`config.mk`:
```
export PLATFORM = sky130hd
export DESIGN_NAME = wb_i2c_ctrl_flat
export DESIGN_NICKNAME = d
export VERILOG_FILES = /design/src/rtl/wb_i2c_ctrl_pkg.sv /design/src/rtl/wb_i2c_ctrl_if.sv /design/src/rtl/i2c_byte_fifo.sv /design/src/rtl/wb_i2c_ctrl.sv /design/src/flat_wrapper.sv
export SDC_FILE = /design/constraint.sdc
export NUM_CORES = 1
export LEC_CHECK = 0
export CAP_MARGIN = 5
export CORE_ASPECT_RATIO = 0.9
export CORE_MARGIN = 2
export CORE_UTILIZATION = 40
export DETAILED_ROUTE_END_ITERATION = 10
export PLACE_DENSITY_LB_ADDON = 0.25
export SYNTH_ARGS = -nofsm -noshare
export SYNTH_HDL_FRONTEND = slang
export SYNTH_HIERARCHICAL = 1
export SYNTH_SLANG_ARGS = --single-unit
```
`constraint.sdc`:
```
create_clock -name clk -period 3.7 [get_ports clk]
set_clock_uncertainty 0.2 [all_clocks]
set_input_delay 0.555 -clock clk [delete_from_list [all_inputs] [get_ports clk]]
set_output_delay 0.555 -clock clk [all_outputs]
set_load 0.05 [all_outputs]
```
`src/rtl/wb_i2c_ctrl_pkg.sv`:
```
`default_nettype none
// ----------------------------------------------------------------------------
// wb_i2c_ctrl_pkg : register offsets, STATUS bit indices and FSM states
// Rev 1.0
// ----------------------------------------------------------------------------
package wb_i2c_ctrl_pkg;

  localparam logic [2:0] REG_CTRL   = 3'd0;
  localparam logic [2:0] REG_ADDR   = 3'd1;
  localparam logic [2:0] REG_TXDATA = 3'd2;
  localparam logic [2:0] REG_RXDATA = 3'd3;
  localparam logic [2:0] REG_STATUS = 3'd4;

  localparam int ST_BUSY    = 0;
  localparam int ST_DONE    = 1;
  localparam int ST_ACKERR  = 2;
  localparam int ST_OVF     = 3;
  localparam int ST_LENERR  = 4;
  localparam int ST_TXFULL  = 5;
  localparam int ST_RXEMPTY = 6;

  typedef enum logic [1:0] {
    S_IDLE = 2'd0,
    S_RISE = 2'd1,
    S_FALL = 2'd2,
    S_DONE = 2'd3
  } state_e;

endpackage
`default_nettype wire

```
`src/rtl/wb_i2c_ctrl_if.sv`:
```
`default_nettype none
// ----------------------------------------------------------------------------
// wb_i2c_ctrl_if : Wishbone-classic slave port bundle
// Rev 1.0
// ----------------------------------------------------------------------------
interface wb_i2c_ctrl_if;
  logic        wb_cyc_i;
  logic        wb_stb_i;
  logic        wb_we_i;
  logic [2:0]  wb_adr_i;
  logic [31:0] wb_dat_i;
  logic [31:0] wb_dat_o;
  logic        wb_ack_o;

  modport master (
    output wb_cyc_i, wb_stb_i, wb_we_i, wb_adr_i, wb_dat_i,
    input  wb_dat_o, wb_ack_o
  );

  modport slave (
    input  wb_cyc_i, wb_stb_i, wb_we_i, wb_adr_i, wb_dat_i,
    output wb_dat_o, wb_ack_o
  );
endinterface
`default_nettype wire

```
`src/rtl/i2c_byte_fifo.sv`:
```
`default_nettype none
// ----------------------------------------------------------------------------
// i2c_byte_fifo : 8-bit synchronous FIFO with show-ahead read data
// Rev 1.0
// ----------------------------------------------------------------------------
module i2c_byte_fifo #(
  parameter int DEPTH = 8,
  parameter int CW    = $clog2(DEPTH) + 1
) (
  input  logic          clk,
  input  logic          reset,
  input  logic          push,
  input  logic [7:0]    wdata,
  input  logic          pop,
  output logic [7:0]    rdata,
  output logic          full,
  output logic          empty,
  output logic [CW-1:0] count
);
  localparam int AW = $clog2(DEPTH);

  logic [7:0]    mem_q [DEPTH];
  logic [AW-1:0] wp_q, wp_d, rp_q, rp_d;
  logic [CW-1:0] count_q, count_d;
  logic          do_push, do_pop;

  assign full    = (count_q == CW'(DEPTH));
  assign empty   = (count_q == '0);
  assign count   = count_q;
  assign rdata   = mem_q[rp_q];
  assign do_push = push & ~full;
  assign do_pop  = pop & ~empty;

  // Pointers wrap naturally because DEPTH is a power of two.
  always_comb begin
    wp_d    = do_push ? wp_q + AW'(1) : wp_q;
    rp_d    = do_pop  ? rp_q + AW'(1) : rp_q;
    count_d = count_q + CW'(do_push) - CW'(do_pop);
  end

  always_ff @(posedge clk or negedge reset) begin
    if (!reset) begin
      wp_q    <= '0;
      rp_q    <= '0;
      count_q <= '0;
    end else begin
      wp_q    <= wp_d;
      rp_q    <= rp_d;
      count_q <= count_d;
    end
  end

  always_ff @(posedge clk) begin
    if (do_push) mem_q[wp_q] <= wdata;
  end
endmodule
`default_nettype wire

```
`src/rtl/wb_i2c_ctrl.sv`:
```
`default_nettype none
// ----------------------------------------------------------------------------
// wb_i2c_ctrl : Wishbone register front-end that sequences i2c_master bytes
// Rev 1.0
// ----------------------------------------------------------------------------
module wb_i2c_ctrl
  import wb_i2c_ctrl_pkg::*;
#(
  parameter int DEPTH = 8,
  parameter int LW    = $clog2(DEPTH) + 1
) (
  input  logic         clk,
  input  logic         reset,
  wb_i2c_ctrl_if.slave wb,
  output logic         irq,
  output logic         i2c_ena,
  output logic [6:0]   i2c_addr,
  output logic         i2c_rw,
  output logic [7:0]   i2c_wdata,
  input  logic         i2c_busy,
  input  logic [7:0]   i2c_rdata,
  input  logic         i2c_ackerr
);
  state_e          state_q, state_d;
  logic            ack_q, ack_d;
  logic [31:0]     dat_q, dat_d;
  logic            ctrl_rw_q, ctrl_rw_d;
  logic [LW-1:0]   ctrl_len_q, ctrl_len_d, rem_q, rem_d;
  logic [6:0]      addr_q, addr_d, i2c_addr_q, i2c_addr_d;
  logic            done_q, done_d, ackerr_q, ackerr_d, ovf_q, ovf_d, lenerr_q, lenerr_d;
  logic            ena_q, ena_d, rw_q, rw_d, busy_prev_q, busy_prev_d;
  logic [7:0]      wdata_q, wdata_d;

  logic            tx_push, tx_pop, tx_full, tx_empty;
  logic            rx_push, rx_pop, rx_full, rx_empty;
  logic [7:0]      tx_rdata, rx_rdata;
  logic [LW-1:0]   tx_count, rx_count;

  logic            acc, wr, rd, start, len_bad, busy_rise, busy_fall, wrw;
  logic [LW-1:0]   wlen;
  logic            unused_sigs;

  i2c_byte_fifo #(.DEPTH(DEPTH), .CW(LW)) u_tx (
    .clk(clk), .reset(reset), .push(tx_push), .wdata(wb.wb_dat_i[7:0]), .pop(tx_pop),
    .rdata(tx_rdata), .full(tx_full), .empty(tx_empty), .count(tx_count)
  );

  i2c_byte_fifo #(.DEPTH(DEPTH), .CW(LW)) u_rx (
    .clk(clk), .reset(reset), .push(rx_push), .wdata(i2c_rdata), .pop(rx_pop),
    .rdata(rx_rdata), .full(rx_full), .empty(rx_empty), .count(rx_count)
  );

  assign acc       = wb.wb_cyc_i & wb.wb_stb_i & ~ack_q;
  assign wr        = acc & wb.wb_we_i;
  assign rd        = acc & ~wb.wb_we_i;
  assign wrw       = wb.wb_dat_i[1];
  assign wlen      = wb.wb_dat_i[LW+7:8];
  assign start     = wr & (wb.wb_adr_i == REG_CTRL) & wb.wb_dat_i[0];
  assign busy_rise = i2c_busy & ~busy_prev_q;
  assign busy_fall = ~i2c_busy & busy_prev_q;
  assign len_bad   = (wlen == '0) || (wlen > LW'(DEPTH)) ||
                     (!wrw && (tx_count < wlen)) ||
                     (wrw && ((LW'(DEPTH) - rx_count) < wlen));
  assign unused_sigs = ^{wb.wb_dat_i[31:LW+8], tx_empty, rx_full};

  always_comb begin
    state_d     = state_q;
    ack_d       = acc;
    dat_d       = '0;
    ctrl_rw_d   = ctrl_rw_q;
    ctrl_len_d  = ctrl_len_q;
    rem_d       = rem_q;
    addr_d      = addr_q;
    i2c_addr_d  = i2c_addr_q;
    done_d      = done_q;
    ackerr_d    = ackerr_q;
    ovf_d       = ovf_q;
    lenerr_d    = lenerr_q;
    ena_d       = ena_q;
    rw_d        = rw_q;
    wdata_d     = wdata_q;
    busy_prev_d = i2c_busy;
    tx_push     = 1'b0;
    tx_pop      = 1'b0;
    rx_push     = 1'b0;
    rx_pop      = 1'b0;

    if (wr) begin
      case (wb.wb_adr_i)
        REG_CTRL:   begin ctrl_rw_d = wrw; ctrl_len_d = wlen; end
        REG_ADDR:   addr_d = wb.wb_dat_i[6:0];
        REG_TXDATA: begin tx_push = 1'b1; if (tx_full) ovf_d = 1'b1; end
        REG_STATUS: begin
          if (wb.wb_dat_i[ST_DONE])   done_d   = 1'b0;
          if (wb.wb_dat_i[ST_ACKERR]) ackerr_d = 1'b0;
          if (wb.wb_dat_i[ST_OVF])    ovf_d    = 1'b0;
          if (wb.wb_dat_i[ST_LENERR]) lenerr_d = 1'b0;
        end
        default: ;
      endcase
    end

    if (rd) begin
      case (wb.wb_adr_i)
        REG_CTRL:   dat_d = {{(24-LW){1'b0}}, ctrl_len_q, 6'b0, ctrl_rw_q, 1'b0};
        REG_ADDR:   dat_d = {25'b0, addr_q};
        REG_RXDATA: begin rx_pop = ~rx_empty; dat_d = rx_empty ? '0 : {24'b0, rx_rdata}; end
        REG_STATUS: dat_d = {25'b0, rx_empty, tx_full, lenerr_q, ovf_q, ackerr_q, done_q,
                             (state_q != S_IDLE)};
        default:    dat_d = '0;
      endcase
    end

    // FSM updates come last so a hardware set beats a same-cycle W1C.
    case (state_q)
      S_IDLE: begin
        if (start) begin
          if (len_bad) begin
            lenerr_d = 1'b1;
          end else begin
            done_d     = 1'b0;
            ackerr_d   = 1'b0;
            rem_d      = wlen;
            i2c_addr_d = addr_q;
            rw_d       = wrw;
            ena_d      = 1'b1;
            state_d    = S_RISE;
            if (!wrw) begin tx_pop = 1'b1; wdata_d = tx_rdata; end
          end
        end
      end
      S_RISE: begin
        ackerr_d = ackerr_d | i2c_ackerr;
        if (busy_rise) begin
          rem_d   = rem_q - LW'(1);
          state_d = S_FALL;
          if (rem_q != LW'(1)) begin
            if (!rw_q) begin tx_pop = 1'b1; wdata_d = tx_rdata; end
          end else begin
            ena_d = 1'b0;
          end
        end
      end
      S_FALL: begin
        ackerr_d = ackerr_d | i2c_ackerr;
        if (busy_fall) begin
          rx_push = rw_q;
          state_d = ena_q ? S_RISE : S_DONE;
        end
      end
      S_DONE: begin
        done_d  = 1'b1;
        state_d = S_IDLE;
      end
      default: state_d = S_IDLE;
    endcase
  end

  always_ff @(posedge clk or negedge reset) begin
    if (!reset) begin
      state_q     <= S_IDLE;
      ack_q       <= 1'b0;
      dat_q       <= '0;
      ctrl_rw_q   <= 1'b0;
      ctrl_len_q  <= '0;
      rem_q       <= '0;
      addr_q      <= '0;
      i2c_addr_q  <= '0;
      done_q      <= 1'b0;
      ackerr_q    <= 1'b0;
      ovf_q       <= 1'b0;
      lenerr_q    <= 1'b0;
      ena_q       <= 1'b0;
      rw_q        <= 1'b0;
      wdata_q     <= '0;
      busy_prev_q <= 1'b0;
    end else begin
      state_q     <= state_d;
      ack_q       <= ack_d;
      dat_q       <= dat_d;
      ctrl_rw_q   <= ctrl_rw_d;
      ctrl_len_q  <= ctrl_len_d;
      rem_q       <= rem_d;
      addr_q      <= addr_d;
      i2c_addr_q  <= i2c_addr_d;
      done_q      <= done_d;
      ackerr_q    <= ackerr_d;
      ovf_q       <= ovf_d;
      lenerr_q    <= lenerr_d;
      ena_q       <= ena_d;
      rw_q        <= rw_d;
      wdata_q     <= wdata_d;
      busy_prev_q <= busy_prev_d;
    end
  end

  assign wb.wb_ack_o = ack_q;
  assign wb.wb_dat_o = dat_q;
  assign irq         = done_q;
  assign i2c_ena     = ena_q;
  assign i2c_addr    = i2c_addr_q;
  assign i2c_rw      = rw_q;
  assign i2c_wdata   = wdata_q;
endmodule
`default_nettype wire

```
`src/flat_wrapper.sv`:
```
// flat-port wrapper written by rule: the top's interface ports become plain ports
module wb_i2c_ctrl_flat import wb_i2c_ctrl_pkg::*;
#(
  parameter int DEPTH = 8,
  parameter int LW    = $clog2(DEPTH) + 1
)
  (clk, reset, irq, i2c_ena, i2c_addr, i2c_rw, i2c_wdata, i2c_busy, i2c_rdata, i2c_ackerr, wb_wb_cyc_i, wb_wb_stb_i, wb_wb_we_i, wb_wb_adr_i, wb_wb_dat_i, wb_wb_dat_o, wb_wb_ack_o);
  wb_i2c_ctrl_if wb_i ();
  input  logic clk;
  input  logic reset;
  output logic irq;
  output logic i2c_ena;
  output logic [6:0] i2c_addr;
  output logic i2c_rw;
  output logic [7:0] i2c_wdata;
  input  logic i2c_busy;
  input  logic [7:0] i2c_rdata;
  input  logic i2c_ackerr;
  input wire logic [$bits(wb_i.wb_cyc_i)-1:0] wb_wb_cyc_i;
  input wire logic [$bits(wb_i.wb_stb_i)-1:0] wb_wb_stb_i;
  input wire logic [$bits(wb_i.wb_we_i)-1:0] wb_wb_we_i;
  input wire logic [$bits(wb_i.wb_adr_i)-1:0] wb_wb_adr_i;
  input wire logic [$bits(wb_i.wb_dat_i)-1:0] wb_wb_dat_i;
  output wire logic [$bits(wb_i.wb_dat_o)-1:0] wb_wb_dat_o;
  output wire logic [$bits(wb_i.wb_ack_o)-1:0] wb_wb_ack_o;
  assign wb_i.wb_cyc_i = wb_wb_cyc_i;
  assign wb_i.wb_stb_i = wb_wb_stb_i;
  assign wb_i.wb_we_i = wb_wb_we_i;
  assign wb_i.wb_adr_i = wb_wb_adr_i;
  assign wb_i.wb_dat_i = wb_wb_dat_i;
  assign wb_wb_dat_o = wb_i.wb_dat_o;
  assign wb_wb_ack_o = wb_i.wb_ack_o;
  wb_i2c_ctrl #(.DEPTH(DEPTH), .LW(LW)) u_core (.clk(clk), .reset(reset), .wb(wb_i), .irq(irq), .i2c_ena(i2c_ena), .i2c_addr(i2c_addr), .i2c_rw(i2c_rw), .i2c_wdata(i2c_wdata), .i2c_busy(i2c_busy), .i2c_rdata(i2c_rdata), .i2c_ackerr(i2c_ackerr));
endmodule
```
# Word level (Yosys, flattened, before mapping)
# Memory sizes are Yosys's and may differ from the RTL's.
# Index checks and enable logic that the tools add are counted.
# Widths: inputs -> output; s select.
# op_classes
addsub	10
order_cmp	3
n_eq_ne	20
n_mux	63
n_bitwise	22
reduce_logical	23
# op_table
cell	count
$pmux 32 s4	1
$mux 8	7
$mux 1	38
$mux 32	1
$pmux 8 s2	1
$add 3x1->3 const B	4
$and 1x1->1	12
$logic_not 4->1	3
$mux 4	3
$reduce_and 4->1	3
$mux 2	5
$ne 2x1->1 const B	5
$ne 2x2->1 const B	5
$pmux 1 s2	5
$not 1->1	9
$add 4x1->4	2
$eq 4x4->1 const B	2
$lt 4x4->1	2
$pmux 2 s4	1
$pmux 4 s2	1
$sub 4x1->4	2
$reduce_and 7->1	1
$eq 3x2->1 const B	2
$reduce_bool 2->1	3
18 further kinds	23
# totals
register_bits	93
ramBits	128
input_bits	50
output_inout_bits	51
elab_cells	165
memories	2
# mem_list
memory	depth	width	rd	rd_clocked_by_memory_dff	wr	line_no	rtl
u_core.u_rx.mem_q	8	8	1	0	1	i2c_byte_fifo.sv:22	logic [7:0] mem_q [DEPTH];
u_core.u_tx.mem_q	8	8	1	0	1	i2c_byte_fifo.sv:22	

# Depth between registers and ports, before layout
# Gate-level depths: netlist of the first run.
# depth
depth_word	9
ltp_mapped	16
mapped_depth_nobuf	15

# Cells and area by module
# The synthesis of the first run kept the hierarchy.
# by_module_without_submodules
module	n_inst	cells_per_inst	area_per_inst_um2	seq_area_each_um2
i2c_byte_fifo	2	150	3067.9	2172.1
wb_i2c_ctrl	1	338	3276.9	1326.3

# Worst setup path before layout of the first run
# Ideal clock, no wire load.
# synth_path
kind	in2reg
start	input wb_wb_dat_i[9]
end	register u_core.u_tx.count_q[2], in the netlist u_core/u_tx/count[2]
setup_time_ns	0.123
t_arrival_ns	3.243
required_time_ns	3.377
path_slack_ns	0.135
stages	16
path_buffers	1
cell_sequence	inv_1 > ha_1 > o211ai_1 > o21ai_1 > nand2_1 > clkbuf_1 > or3_1 > o31ai_1 > nand2b_1 > inv_1 > ha_1 > inv_1 > ha_1 > inv_1 > fa_1 > xnor2_1
# synth_between
elab_chain_len	9
elab_cells_between_ends	14
classes_between	1 x add/sub; 3 x order compare; 3 x mux; 1 x bitwise; 6 x reduce/logical
# synth_rtl
item	line_no	rtl
start, declared	flat_wrapper.sv:23	input wire logic [$bits(wb_i.wb_dat_i)-1:0] wb_wb_dat_i;
$gt 4x4->1, or another cell as far along	wb_i2c_ctrl.sv:61	assign len_bad = (wlen == '0) || (wlen > LW'(DEPTH)) ||
$logic_or 1x1->1 / $logic_and 1x1->1 (equally long branches)	wb_i2c_ctrl.sv:61, wb_i2c_ctrl.sv:62	
$logic_or 1x1->1	wb_i2c_ctrl.sv:61	
$logic_or 1x1->1 (*)	wb_i2c_ctrl.sv:62	(!wrw && (tx_count < wlen)) ||
$mux 1 (*)	wb_i2c_ctrl.sv:118	if (len_bad) begin
$mux 1 (*)	wb_i2c_ctrl.sv:117	if (start) begin
$pmux 1 s2 (*)	wb_i2c_ctrl.sv:115	case (state_q)
via u_core.tx_pop	wb_i2c_ctrl.sv:34	logic tx_push, tx_pop, tx_full, tx_empty;
$and 1x1->1 (*)	i2c_byte_fifo.sv:32	assign do_pop = pop & ~empty;
via u_core.u_tx.do_pop	i2c_byte_fifo.sv:25	logic do_push, do_pop;
$sub 4x1->4 (*)	i2c_byte_fifo.sv:38	count_d = count_q + CW'(do_push) - CW'(do_pop);
via u_core.u_tx.count_d[2]	i2c_byte_fifo.sv:24	logic [CW-1:0] count_q, count_d;
end signal, assigned	i2c_byte_fifo.sv:49	count_q <= count_d;
end, declared	i2c_byte_fifo.sv:24	
# Mark *: on every way through the listed nets, which the timed path passes. The rest lies on a longest branch.
# A chain may end at the register's enable or synchronous reset.

# Final worst setup path of the first run
# Ends and elaborated chain as after synthesis.

==> results of run 1 <==
## layout by cell type (no fill, tap or decap), drive strengths merged, types with 10 or more instances in the layout
cell           instances
edfxtp               128
dfrtp                 73
clkdlybuf4s50         59
buf                   47
mux2                  37
inv                   34
mux4                  32
nor2                  30
ha                    29
clkbuf                24
nand2                 24
a21oi                 22
conb                  20
nand3                 16
nand2b                15
nor3b                 13
nor2b                 12
nor3                  12
a211oi                10
## report_power, final
part / switching [W] / internal (W) / leakage, nW
Combinational: 0.00111 / 0.00101 / 1.89
Sequential: 0.000334 / 0.00260 / 2.09
Clock: 0.000865 / 0.00148 / 0.379
Total: 0.00231 / 0.00508 / 4.36
## per-stage QoR
| step | instances | area, sq um | power (W) | util [%] |
|---|---|---|---|---|
| 4_1_cts | 1060 | 11280 | 0.007440 | 48.61 |
| 6_report | 1060 | 11280 | 0.007389 | 48.61 |
| 2_1_floorplan | 656 | 9480 | 0.004550 | - |
| 3_5_place_dp | 1020 | 10500 | 0.005081 | 45.22 |
| 5_1_grt | 1060 | 11280 | 0.007787 | 48.61 |
| 3_3_place_gp | 1020 | 10500 | 0.004974 | 45.22 |
## final timing paths
kind | from | endpoint
setup reg to reg | u_core/u_rx/count[2] | u_core/u_rx/count[3]
hold reg to reg | u_core/ctrl_len_q[1] | u_core/ctrl_len_q[1]
hold / removal | reset | u_core/i2c_wdata[4]
setup / recovery | wb_wb_dat_i[9] | u_core/u_tx/count[2]
min in group clk | u_core/ctrl_len_q[1] | u_core/ctrl_len_q[1]
max in group asynchronous | reset | u_core/wb.wb_dat_o[2]
## sequential cells by signal (all words and copies together), names as in the netlist, 7 cells and up
name	flops
u_core/u_rx/mem_q	64
u_core/u_tx/mem_q	64
u_core/wb.wb_dat_o	12
u_core/i2c_wdata	8
u_core/addr_q	7
u_core/i2c_addr	7
## metal layers
layer	global-route usage, %	up-vias	part of all wire [%]	routed length (microns)
met2	27.37	150	50	9826
met1	20.55	2798	43	8595
met3	3.200	34	4.7	922
met5	0	-	0	0
met4	4.348	0	2.1	415
li1	-	2604	-	-
## area by class of cell
type | instances | share of cell area, %
multi-input cells | 377 | 29.93
clock inverters | 16 | 1.841
flip-flops and latches | 201 | 50.26
inverters | 34 | 1.131
clock buffers | 24 | 5.134
repair buffers | 106 | 8.361
well taps | 302 | 3.349
==> impl_metrics.csv, run 1 <==
group,metric,value,unit
outcome,outcome,"finished with violations",
outcome,failed_checks,"negative hold slack",
die,core_region_area,23210,sq um
clocking,hold_buffers,0,
sta,tightest_slew,0.9422,ns
sta,max_clock_freq,301.3,MHz
synth,synthCells,637,
setup_path,crit_chain,"clkdlybuf4s50_1 > inv_1 > ha_1 > o211ai_1 > o21ai_1 > nand2_1 > or3_1 > o31ai_1 > nand2b_1 > inv_1 > ha_1 > inv_1 > ha_1 > inv_1 > fa_1 > xnor2_1",
setup_path,rr_worst_depth,15,
placement,post-place-ws,-0.1032,ns
die,num_rows,53,
sta,slew_viol_final,0,
finish,fillers,1986,
flow_run,maxCapViolations,0,
routing,num_vias,5586,
pwr,leakagePower,4.360,nW
die,dieWidth,165.7,microns
finish,finalNetCount,823,
finish,drive_gt1_share,16.23,%
routing,routed_wl,19760,microns
clocking,clock-root-buffer,"clkbuf_16",
routing,first_pass_iters,4,
sta,setup_tns,0,ns
clocking,path_clk_slew,0.06,ns
clocking,htreeDepth,1,
clocking,clock_sinks,201,
sta,hold_viol,9,
setup_path,cp_common_cell,"inv_1",
setup_path,start_kind,"input pin",
setup_path,cp.arrival,3.50,ns
worst_hold_path,hp-class,"in2async",
sta,period_needed,3.319,ns
routing,final_antenna_net_count,0,
global_routing,grt_max_degree,74,
routing,drt_iter0_drc,454,
synth,syn_area_per_cell,14.77,sq um
global_routing,overflow,0,
sta,whs,-0.01506,ns
global_routing,grt_usage,15.85,%
sta,final.setup.worst_slack,0.3812,ns
placement,dp_hpwl,13620,microns
die,start_util,40.54,%
placement,io_buffers,60,
setup_path,crit_type,"in2reg",
setup_path,cp.required,3.88,ns
clocking,cts_resized,0,
routing,drcViolationCount,0,
setup_path,critPathCaptureType,"flop",
sta,relSlewSlack,37.19,%
clocking,cts_buffers,22,
sta,setup_viol,0,
setup_path,slowest_stage,"clkdlybuf4s50_1",
finish,area_growth,19.92,%
setup_path,r2r_slack,0.42,ns
routing,routed_via_density,5.270,
sta,rsz0062_at_grt,"false",
die,die_y,149.5,microns
routing,wl_per_cell,18.64,microns
clocking,postCtsSetupBuffers,0,
finish,n_antenna_cell,0,
placement,place_congestion,0.8365,
pwr,p_per_area,654.9,nW/um^2
sta,period_share,89.70,%
global_routing,antenna_found_initial,0,
setup_path,path_buf_inv,5,
die,pin_count,101,
setup_path,cp.depth,16,
clocking,insertion_delay,0.50,ns
setup_path,slowest_delay,0.52,ns
setup_path,worstPathMaxFanout,3,
die,dieArea,24770,sq um
synth,syn_area,9409,sq um
setup_path,crit_family,"adder cells",
global_routing,grt_first_pass_wirelength,30860,microns
synth,yosysWarningCount,6,
pwr,ir_drop,0.4178,mV
finish,multi_input_area,3377,sq um
finish,area.sequential,5670,sq um
global_routing,grt_pass1_vias,5665,
clocking,clock_path_buffers,3,
clocking,cts_tree,"built",
(Power assumes the default switching activity.)
==> inputs of run 2 (changes only) <==
--- a/config.mk
+++ b/config.mk
@@ -11,6 +11,7 @@
 export CORE_UTILIZATION = 40
 export DETAILED_ROUTE_END_ITERATION = 10
 export PLACE_DENSITY_LB_ADDON = 0.25
+export SLEW_MARGIN = 20
 export SYNTH_ARGS = -nofsm -noshare
 export SYNTH_HDL_FRONTEND = slang
 export SYNTH_HIERARCHICAL = 1
==> constraint.sdc (replaced) <==
create_clock -name clk -period 2.7 [get_ports clk]
set_clock_uncertainty 0.2 [all_clocks]
set_input_delay 0.405 -clock clk [delete_from_list [all_inputs] [get_ports clk]]
set_output_delay 0.405 -clock clk [all_outputs]
set_load 0.05 [all_outputs]
==> impl_metrics.csv, run 2 (synthesis gave the netlist of run 1 again) <==
group,metric,value,unit
outcome,outcome,"finished with violations",
outcome,failed_checks,"negative setup slack",
pwr,p_per_area,878.2,nW/um^2
sta,rsz0062_at_grt,"true",
sta,setup_tns,-0.5869,ns
finish,fin_area,11980,sq um
setup_path,cp.required,2.90,ns
placement,io_buffers,60,
sta,tightest_slew,0.7024,ns
setup_path,worstPathMaxFanout,2,
die,start_util,40.54,%
sta,slew_viol_final,0,
setup_path,crit_start,"wb_wb_dat_i[9]",
die,pin_count,101,
routing,final_antenna_net_count,0,
sta,relSlewSlack,53.17,%
finish,drive_gt1_share,28.09,%
sta,hold_viol,0,
routing,routed_wl,21000,microns
pwr,ir_drop,0.6003,mV
sta,final.setup.worst_slack,-0.2963,ns
finish,fin_util,51.63,%
global_routing,grt_usage,16.60,%
placement,dp_hpwl,14340,microns
placement,place_congestion,0.8628,
setup_path,critPathCaptureType,"flop",
setup_path,cp.arrival,3.19,ns
die,num_rows,53,
flow_run,maxCapViolations,0,
clocking,path_clk_slew,0.06,ns
routing,drcViolationCount,0,
setup_path,slowest_delay,0.53,ns
global_routing,overflow,0,
sta,period_share,111.0,%
global_routing,grt_max_degree,54,
sta,setup_viol,3,
pwr,total_power,0.01052,W
setup_path,path_buf_inv,6,
pwr,leakagePower,4.660,nW
die,dieWidth,165.7,microns
finish,finalNetCount,891,
die,core_region_area,23210,sq um
routing,drt_iter0_drc,479,
worst_hold_path,hp-class,"in2reg",
setup_path,crit_chain,"clkdlybuf4s50_1 > inv_2 > ha_1 > o211ai_1 > o21ai_2 > nand2_2 > or3_4 > o31ai_4 > nand2b_1 > inv_2 > ha_4 > inv_4 > ha_4 > inv_2 > fa_2 > inv_2",
clocking,clock_sinks,201,
finish,final_common_cell,"edfxtp_1",
clocking,clock-root-buffer,"clkbuf_16",
finish,n_antenna_cell,0,
routing,wl_per_cell,18.62,microns
routing,routed_via_density,5.160,
setup_path,cp_common_cell,"inv_2",
setup_path,r2r-start,"u_core/u_tx/count[3]",
setup_path,slowest_stage,"fa_2",
global_routing,antenna_found_initial,0,
die,die_y,149.5,microns
clocking,htreeDepth,1,
routing,num_vias,5821,
finish,mostFrequentLayoutCells,"edfxtp_1, buf_4, dfrtp_1, clkdlybuf4s50_1, mux4_1",
sta,max_clock_freq,333.8,MHz
finish,area_growth,27.35,%
clocking,cts_buffers,22,
setup_path,crit_family,"adder cells",
setup_path,start_kind,"input pin",
setup_path,crit_type,"in2reg",
placement,dpl-instance-area,10910,sq um
clocking,cts_tree,"built",
routing,first_pass_iters,4,
worst_hold_path,min_from,"i2c_busy",
die,dieArea,24770,sq um
global_routing,grt_pass1_vias,5995,
clocking,insertion_delay,0.50,ns
clocking,clock_path_buffers,3,
global_routing,grt_first_pass_wirelength,32350,microns
sta,period_needed,2.996,ns
## run 2: what timing repair did
| action | in CTS | in global routing |
|---|---|---|
| hold buffers | 1 | 0 |
| cloned | 0 | 1 |
| resized for setup | 12 | 35 |
| endpoints found under the setup margin | 6 | 25 |
| buffers inserted | 7 | 14 |
| pin swaps | 6 | 14 |
| hold endpoints to repair | 51 | 0 |
## run 2: worst paths after layout
| check | cells after the start | slack, ns | endpoint |
|---|---|---|---|
| worst min-delay path | 1 | 0.23 | u_core/busy_prev_q |
| max in group asynchronous | 3 | 1.34 | u_core/wb.wb_ack_o |
| min in group asynchronous | 2 | 0.28 | u_core/i2c_wdata[6] |
| worst max-delay path | 16 | -0.30 | u_core/u_tx/count[1] |
| worst max register to register | 14 | -0.29 | u_core/u_tx/count[1] |
| worst min register to register | 1 | 0.30 | u_core/wb.wb_dat_o[9] |
## run 2: metal layers
metal	wire length (microns)	GRT usage [%]	vias up
met5	0	0	-
met4	399	4.000	0
li1	-	-	2740
met1	9277	21.67	2914
met3	735	2.513	29
met2	10590	29.42	138
## run 2: final cells by class
class,count,area [sq um]
clock buffer,32,619.3
tap,302,377.9
timing repair buffer,173,1484
fill,1918,11230
clock inverter,8,93.84
inverter,34,130.1
sequential,201,5674
multi-input combinational,378,3603
## run 2: power by group
part | switching [W] | total (W) | internal (W)
Sequential | 0.000305 | 0.00388 | 0.00357
Clock | 0.00116 | 0.00295 | 0.00178
Combinational | 0.00191 | 0.00370 | 0.00179
## run 2: metrics by stage
step / cells / setup WS [ns] / hold slack, ns
after floorplan: 656 / -0.4736 / -0.09059
after global placement: 1065 / -0.7663 / 0.2730
after detailed placement: 1065 / -0.8337 / 0.2785
after CTS: 1113 / -0.2956 / 0.2118
after global routing: 1128 / -0.3822 / 0.2424
final: 1128 / -0.2963 / 0.2312
## run 2: worst reg2reg max path, stage by stage, from the launching register on
cell	delay, ns
dfrtp_1	0.41
ha_1	0.31
o211ai_1	0.10
o21ai_2	0.19
nand2_2	0.08
or3_4	0.39
o31ai_4	0.07
nand2b_1	0.11
inv_2	0.07
ha_4	0.20
inv_4	0.05
ha_4	0.12
inv_2	0.03
fa_2	0.53
inv_2	0.03
